## src/rtl/traffic_pkg.sv

```systemverilog
// Shared lamp encodings, FSM state type and index-width helper for the traffic phase sequencer.
package traffic_pkg;

  localparam logic [2:0] LIGHT_RED    = 3'b100;
  localparam logic [2:0] LIGHT_YELLOW = 3'b010;
  localparam logic [2:0] LIGHT_GREEN  = 3'b001;

  typedef enum logic [1:0] {
    ST_ALLRED = 2'd0,
    ST_GREEN  = 2'd1,
    ST_YELLOW = 2'd2
  } state_e;

  // Phase index width; a single-bit index is kept even for degenerate counts.
  function automatic int unsigned idx_width(int unsigned n);
    return (n > 1) ? int'($clog2(n)) : 1;
  endfunction

endpackage

```

## src/rtl/traffic_phase_sequencer_if.sv

```systemverilog
// Request/lamp bundle between the intersection controller and the phase sequencer.
interface traffic_phase_sequencer_if #(
  parameter int unsigned NUM_PHASES = 4
);
  localparam int unsigned IDX_W = traffic_pkg::idx_width(NUM_PHASES);

  logic [NUM_PHASES-1:0]   demand;
  logic                    force_allred;
  logic [3*NUM_PHASES-1:0] lights;
  logic [IDX_W-1:0]        phase_idx;
  logic [1:0]              state;
  logic                    cycle_start;

  modport master (
    output demand, force_allred,
    input  lights, phase_idx, state, cycle_start
  );

  modport slave (
    input  demand, force_allred,
    output lights, phase_idx, state, cycle_start
  );
endinterface

```

## src/rtl/rr_next_phase.sv

```systemverilog
// Combinational round-robin picker: next phase after cur_idx, optionally skipping idle phases.
module rr_next_phase #(
  parameter int unsigned NUM_PHASES = 4,
  parameter int unsigned IDX_W      = 2,
  parameter int unsigned SKIP_IDLE  = 0
) (
  input  logic [IDX_W-1:0]      cur_idx,
  input  logic [NUM_PHASES-1:0] demand,
  output logic [IDX_W-1:0]      next_idx,
  output logic                  next_valid
);

  logic             found;
  logic [IDX_W-1:0] cand;
  logic [IDX_W-1:0] pick;
  int unsigned      s;

  // Search cur+1 .. wrap .. cur so the current phase is considered last.
  always_comb begin
    next_idx   = (cur_idx == IDX_W'(NUM_PHASES - 1)) ? '0 : cur_idx + IDX_W'(1);
    next_valid = 1'b1;
    found      = 1'b0;
    cand       = '0;
    pick       = '0;
    s          = 0;
    for (int unsigned k = 1; k <= NUM_PHASES; k++) begin
      s = 32'(cur_idx) + k;
      if (s >= NUM_PHASES) s = s - NUM_PHASES;
      cand = IDX_W'(s);
      if (!found && demand[cand]) begin
        found = 1'b1;
        pick  = cand;
      end
    end
    if (SKIP_IDLE != 0) begin
      next_idx   = pick;
      next_valid = found;
    end
  end

endmodule

```

## src/rtl/traffic_phase_sequencer.sv

```systemverilog
// N-phase traffic light sequencer: GREEN -> YELLOW -> ALL-RED per phase with demand skip and forced all-red.
module traffic_phase_sequencer
  import traffic_pkg::*;
#(
  parameter int unsigned NUM_PHASES = 4,
  parameter int unsigned CNT_W      = 8,
  parameter int unsigned GREEN_T    = 7,
  parameter int unsigned YELLOW_T   = 3,
  parameter int unsigned ALLRED_T   = 2,
  parameter int unsigned SKIP_IDLE  = 0
) (
  input  logic                       clk,
  input  logic                       rst,
  traffic_phase_sequencer_if.slave   bus
);

  localparam int unsigned IDX_W = idx_width(NUM_PHASES);
  localparam int unsigned LW    = 3 * NUM_PHASES;
  localparam logic [LW-1:0] ALL_RED = {NUM_PHASES{LIGHT_RED}};

  state_e           state_q, state_d;
  logic [CNT_W-1:0] timer_q, timer_d;
  logic [IDX_W-1:0] phase_q, phase_d;
  logic [LW-1:0]    lights_q, lights_d;
  logic             cs_q, cs_d;
  logic [2:0]       slot;
  logic             timer_zero;
  logic [IDX_W-1:0] nxt_idx;
  logic             nxt_valid;

  rr_next_phase #(
    .NUM_PHASES (NUM_PHASES),
    .IDX_W      (IDX_W),
    .SKIP_IDLE  (SKIP_IDLE)
  ) u_rr (
    .cur_idx    (phase_q),
    .demand     (bus.demand),
    .next_idx   (nxt_idx),
    .next_valid (nxt_valid)
  );

  always_ff @(posedge clk) begin
    if (rst) begin
      state_q  <= ST_ALLRED;
      phase_q  <= IDX_W'(NUM_PHASES - 1);
      timer_q  <= CNT_W'(ALLRED_T - 1);
      lights_q <= ALL_RED;
      cs_q     <= 1'b0;
    end else begin
      state_q  <= state_d;
      phase_q  <= phase_d;
      timer_q  <= timer_d;
      lights_q <= lights_d;
      cs_q     <= cs_d;
    end
  end

  // Next state, timer and lamp decode; the timer sits at zero while all-red is held.
  always_comb begin
    state_d    = state_q;
    phase_d    = phase_q;
    timer_d    = timer_q;
    cs_d       = 1'b0;
    slot       = LIGHT_RED;
    timer_zero = (timer_q == '0);

    case (state_q)
      ST_ALLRED: begin
        if (!timer_zero) begin
          timer_d = timer_q - CNT_W'(1);
        end else if (!bus.force_allred && nxt_valid) begin
          state_d = ST_GREEN;
          phase_d = nxt_idx;
          timer_d = CNT_W'(GREEN_T - 1);
          cs_d    = (nxt_idx == '0);
        end
      end
      ST_GREEN: begin
        if (bus.force_allred || timer_zero) begin
          state_d = ST_YELLOW;
          timer_d = CNT_W'(YELLOW_T - 1);
        end else begin
          timer_d = timer_q - CNT_W'(1);
        end
      end
      ST_YELLOW: begin
        if (timer_zero) begin
          state_d = ST_ALLRED;
          timer_d = CNT_W'(ALLRED_T - 1);
        end else begin
          timer_d = timer_q - CNT_W'(1);
        end
      end
      default: begin
        state_d = ST_ALLRED;
        timer_d = CNT_W'(ALLRED_T - 1);
      end
    endcase

    if (state_d == ST_GREEN)       slot = LIGHT_GREEN;
    else if (state_d == ST_YELLOW) slot = LIGHT_YELLOW;
    lights_d = (ALL_RED & ~(LW'(3'b111) << (3 * phase_d))) | (LW'(slot) << (3 * phase_d));
  end

  assign bus.lights      = lights_q;
  assign bus.phase_idx   = phase_q;
  assign bus.state       = state_q;
  assign bus.cycle_start = cs_q;

endmodule

```

## src/flat_wrapper.sv

```systemverilog
// flat-port wrapper written by rule: the top's interface ports become plain ports
module traffic_phase_sequencer_flat import traffic_pkg::*;
#(
  parameter int unsigned NUM_PHASES = 4,
  parameter int unsigned CNT_W      = 8,
  parameter int unsigned GREEN_T    = 7,
  parameter int unsigned YELLOW_T   = 3,
  parameter int unsigned ALLRED_T   = 2,
  parameter int unsigned SKIP_IDLE  = 0
)
  (clk, rst, bus_demand, bus_force_allred, bus_lights, bus_phase_idx, bus_state, bus_cycle_start);
  traffic_phase_sequencer_if #(.NUM_PHASES(NUM_PHASES)) bus_i ();
  input  logic clk;
  input  logic rst;
  input wire logic [$bits(bus_i.demand)-1:0] bus_demand;
  input wire logic [$bits(bus_i.force_allred)-1:0] bus_force_allred;
  output wire logic [$bits(bus_i.lights)-1:0] bus_lights;
  output wire logic [$bits(bus_i.phase_idx)-1:0] bus_phase_idx;
  output wire logic [$bits(bus_i.state)-1:0] bus_state;
  output wire logic [$bits(bus_i.cycle_start)-1:0] bus_cycle_start;
  assign bus_i.demand = bus_demand;
  assign bus_i.force_allred = bus_force_allred;
  assign bus_lights = bus_i.lights;
  assign bus_phase_idx = bus_i.phase_idx;
  assign bus_state = bus_i.state;
  assign bus_cycle_start = bus_i.cycle_start;
  traffic_phase_sequencer #(.NUM_PHASES(NUM_PHASES), .CNT_W(CNT_W), .GREEN_T(GREEN_T), .YELLOW_T(YELLOW_T), .ALLRED_T(ALLRED_T), .SKIP_IDLE(SKIP_IDLE)) u_core (.clk(clk), .rst(rst), .bus(bus_i));
endmodule
```

## config.mk

```make
export PLATFORM = sky130hd
export DESIGN_NAME = traffic_phase_sequencer_flat
export DESIGN_NICKNAME = d
export VERILOG_FILES = /design/src/rtl/traffic_pkg.sv /design/src/rtl/traffic_phase_sequencer_if.sv /design/src/rtl/rr_next_phase.sv /design/src/rtl/traffic_phase_sequencer.sv /design/src/flat_wrapper.sv
export SDC_FILE = /design/constraint.sdc
export NUM_CORES = 1
export LEC_CHECK = 0
export ABC_AREA = 1
export CORE_UTILIZATION = 45
export CTS_BUF_LIST = sky130_fd_sc_hd__clkbuf_8
export CTS_CLUSTER_SIZE = 8
export DETAILED_ROUTE_END_ITERATION = 10
export PLACE_DENSITY = 0.8
export SLEW_MARGIN = 15
export SYNTH_ARGS = -nofsm -noshare
export SYNTH_HDL_FRONTEND = slang
export SYNTH_SLANG_ARGS = --single-unit
```

## constraint.sdc

```tcl
create_clock -name clk -period 2.1 [get_ports clk]
set_input_delay 0.525 -clock clk [delete_from_list [all_inputs] [get_ports clk]]
set_output_delay 0.525 -clock clk [all_outputs]
set_load 0.02 [all_outputs]
```

==> impl_metrics.json <==
{
  "final_setup_violation_count": 0,
  "gp_congestion": 0.8408,
  "worst_r2r_endpoint": "u_core.bus.lights[5]",
  "synth_area_leader_cell": "sky130_fd_sc_hd__dfxtp_1",
  "insertedDiodeCount": 0,
  "cellPowerDensity_nw_per_um2": 1380,
  "worst_slew_margin_rel_pct": 73.35,
  "cts_tree": "built",
  "cts-buffers-inserted": 3,
  "post_synth_xor_area_fraction_pct": 4.751,
  "design.core.area_um2": 2255,
  "fp.dieArea_um2": 2660,
  "fill_cells": 213,
  "synthMuxAreaShare_pct": 0,
  "seq_area_um2": 500.5,
  "mostFrequentLayoutCells": "26 x sky130_fd_sc_hd__nor2_1, 25 x sky130_fd_sc_hd__dfxtp_1, 21 x sky130_fd_sc_hd__nand2_1, 19 x sky130_fd_sc_hd__clkdlybuf4s50_1, 13 x sky130_fd_sc_hd__inv_1",
  "report.final.slew_viol_count": 0,
  "required_ns": 2.27,
  "synth_top_cells_by_area": "sky130_fd_sc_hd__dfxtp_1 45%, sky130_fd_sc_hd__nor2_1 8.8%, sky130_fd_sc_hd__nand2_1 7.1%",
  "drt_wl_total_um": 2103,
  "final.setup_skew_ns": 0.0009706,
  "cp_data_arrival_time_ns": 2.04,
  "dpl_worst_slack_ns": -0.02667,
  "yosys.area_share.adder_pct": 5.656,
  "post_dr_vias_cell": 4.780,
  "initialDrtViolationCount": 14,
  "overflow": 0,
  "worst_slack_ns": 0.2316,
  "switching_share_pct": 43.73,
  "rsz_0062_raised_after_global_routing": "no",
  "cts.sink_count": 25,
  "synthSimpleGateAreaFrac_pct": 33.94,
  "route.vias.total": 889,
  "worstSkewPairLatency_ns": 0.27,
  "p_int_uw": 1086,
  "clkSlewWorstSetupHoldPaths_ns": 0.09,
  "switching_power_uw": 844.1,
  "hold_depth": 2,
  "grt_pass1_vias": 830,
  "irDropWorstVdd_uv": 938.0,
  "detailedPlacementHpwl_um": 1664,
  "cp-startpoint": "u_core.timer_q[0]",
  "hold_path_class": "reg -> reg",
  "tightestPinTransition_ns": 0.3983,
  "power.share.sequential_pct": 35.3,
  "grtUsageTotal_pct": 18.14,
  "number_of_antenna_violations_at_the_first_check_in_global_routing": 0,
  "outcome": "finished clean",
  "grt_start_max_net_pins": 16,
  "endpoint_kind": "flop",
  "critical_path.reg2reg.startpoint": "u_core.timer_q[0]",
  "cts_hold_buffers": 0,
  "clock_tree_root": "sky130_fd_sc_hd__clkbuf_8",
  "net_count_reported_at_finish": 171,
  "crit_fanout": 4,
  "report.final.hold_viol_count": 0,
  "ant_nets": 0,
  "die_w_um": 51.58,
  "whs_endpoint": "u_core.timer_q[1]",
  "synth_area_um2": 1106,
  "dr_wl_cell_um": 11.31,
  "placementRows": 17,
  "boundaryPins": 24,
  "postSynthNetCount": 145,
  "dr_pass1_iterations": 4,
  "start_util_pct": 49.06,
  "power.static_leakage_uw": 0.0006155,
  "area_of_combinational_cells_with_multiple_inputs_um2": 549.3,
  "mean_syn_cell_area_um2": 8.316,
  "synth.yosys.warnings": 0,
  "finalPower_uw": 1930,
  "reg2reg_depth": 9,
  "cts_buffer_depth": 2,
  "synth_cells": 133,
  "main_combinational_cell_family_by_area_after_synthesis": "simple AND/OR/NAND/NOR gates",
  "yosys.area.top_type_share_pct": 45.25,
  "period_needed_ns": 1.868,
  "fmax_mhz": 535.2,
  "clock_power_share_pct": 15.0,
  "seq_area_frac_synth_pct": 45.25,
  "ys_ff_latch": 25,
  "yosysUniqueCellTypes": 21,
  "area.growth.synth_to_final_pct": 26.47,
  "synth_compound_area_share_pct": 5.317,
  "portbufs": 19,
  "fraction_of_layout_cells_with_a_size_suffix_above_1_pct": 15.19,
  "drcViolationCount": 0,
  "cp-start-kind": "flop",
  "path_class": "reg -> reg",
  "setup.reg_to_reg.worst_slack_ns": 0.23,
  "die_h_um": 51.58,
  "comb_power_share_pct": 49.7,
  "h-tree-depth": 1,
  "hold_path_startpoint": "u_core.timer_q[1]",
  "grt_first_pass_wirelength_um": 3553,
  "max_cap_viol_count": 0,
  "finalCritPeriodShare_pct": 88.97,
  "layout_commonest_cell": "sky130_fd_sc_hd__nor2_1"
}
## sequential cells by signal, indices dropped and copies added (netlist names)
| name | cells |
|---|---|
| u_core.bus.state | 2 |
| u_core.bus.cycle_start | 1 |
| u_core.bus.lights | 12 |
| u_core.bus.phase_idx | 2 |
| u_core.timer_q | 8 |
## kinds of logic (layout without fill, tap and decap cells)
family          Yosys count  in the layout
fa+ha+maj                 5              5
flops                    25             25
xor+xnor                  6              6
compound gates            9              9
buf+inv                  15             40
simple gates             73             73
## critical path: stages (launching register included)
cell                      delay [ns]
sky130_fd_sc_hd__dfxtp_1        0.32
sky130_fd_sc_hd__inv_1          0.09
sky130_fd_sc_hd__ha_1           0.24
sky130_fd_sc_hd__nand2_1        0.18
sky130_fd_sc_hd__o21ai_1        0.25
sky130_fd_sc_hd__nand2_1        0.14
sky130_fd_sc_hd__o21ai_2        0.09
sky130_fd_sc_hd__ha_1           0.26
sky130_fd_sc_hd__nor2_1         0.14
sky130_fd_sc_hd__nand2_1        0.06
## power by group through the flow
stage / sequential (uW) / clock (uW) / combinational (uW)
final: 682 / 289 / 959
after global routing: 697 / 309 / 1060
after CTS: 681 / 292 / 956
after detailed placement: 692 / 0 / 949
after global placement: 685 / 0 / 919
after floorplan: 718 / 0 / 704
## repair_timing
| item | 4_1_cts | 5_1_grt |
|---|---|---|
| gates resized for setup | 0 | 1 |
| buffers inserted | 0 | 0 |
| endpoints found under the setup margin | 0 | 6 |
## synth_stat cells (all sizes together)
| cell type | n |
|---|---|
| nor3b | 1 |
| inv | 14 |
| clkbuf | 1 |
| dfxtp | 25 |
| ha | 5 |
| a21boi | 1 |
| nand3 | 10 |
| a21oi | 1 |
| nor3 | 3 |
| nand2 | 29 |
| xor2 | 6 |
| nor2 | 30 |
| o21ai | 7 |
## stage by stage
| stage | hold WS (ns) | utilization [%] | instances | instance area [um2] | TNS, ns |
|---|---|---|---|---|---|
| final | 0.4741 | 62.04 | 186 | 1399 | 0 |
| after detailed placement | 0.4635 | 59.88 | 182 | 1350 | -0.05745 |
| after floorplan | 0.4435 | - | 133 | 1106 | 0 |
| after global routing | 0.4915 | 62.04 | 186 | 1399 | 0 |
| after global placement | 0.4519 | 59.88 | 182 | 1350 | 0 |
| after CTS | 0.4759 | 62.04 | 186 | 1399 | 0 |
## how the worst max path moves through the flow
stage,endpoint,depth (start not counted)
5_1_grt,u_core.bus.lights[5],9
4_1_cts,u_core.bus.lights[11],9
3_5_place_dp,u_core.bus.lights[11],8
3_3_place_gp,u_core.bus.lights[5],8
2_1_floorplan,u_core.bus.lights[11],10
6_report,u_core.bus.lights[5],9
## per-layer routing
layer  part of all wire, %  up-vias  track usage, %
li1                      -      465               -
met1                    46      397           22.12
met2                    48       20           30.30
met3                   2.9        7           4.094
met4                   2.9        0           8.108
met5                     0        -               0
## cell type report
cell class	instances	area share (%)
Inverter	14	3.757
Clock inverter	1	0.5367
Sequential cell	25	35.78
Timing Repair Buffer	22	15.21
Clock buffer	3	2.952
Multi-Input combinational cell	93	39.27
Tap cell	28	2.504
Power figures use the tool's default switching activity.
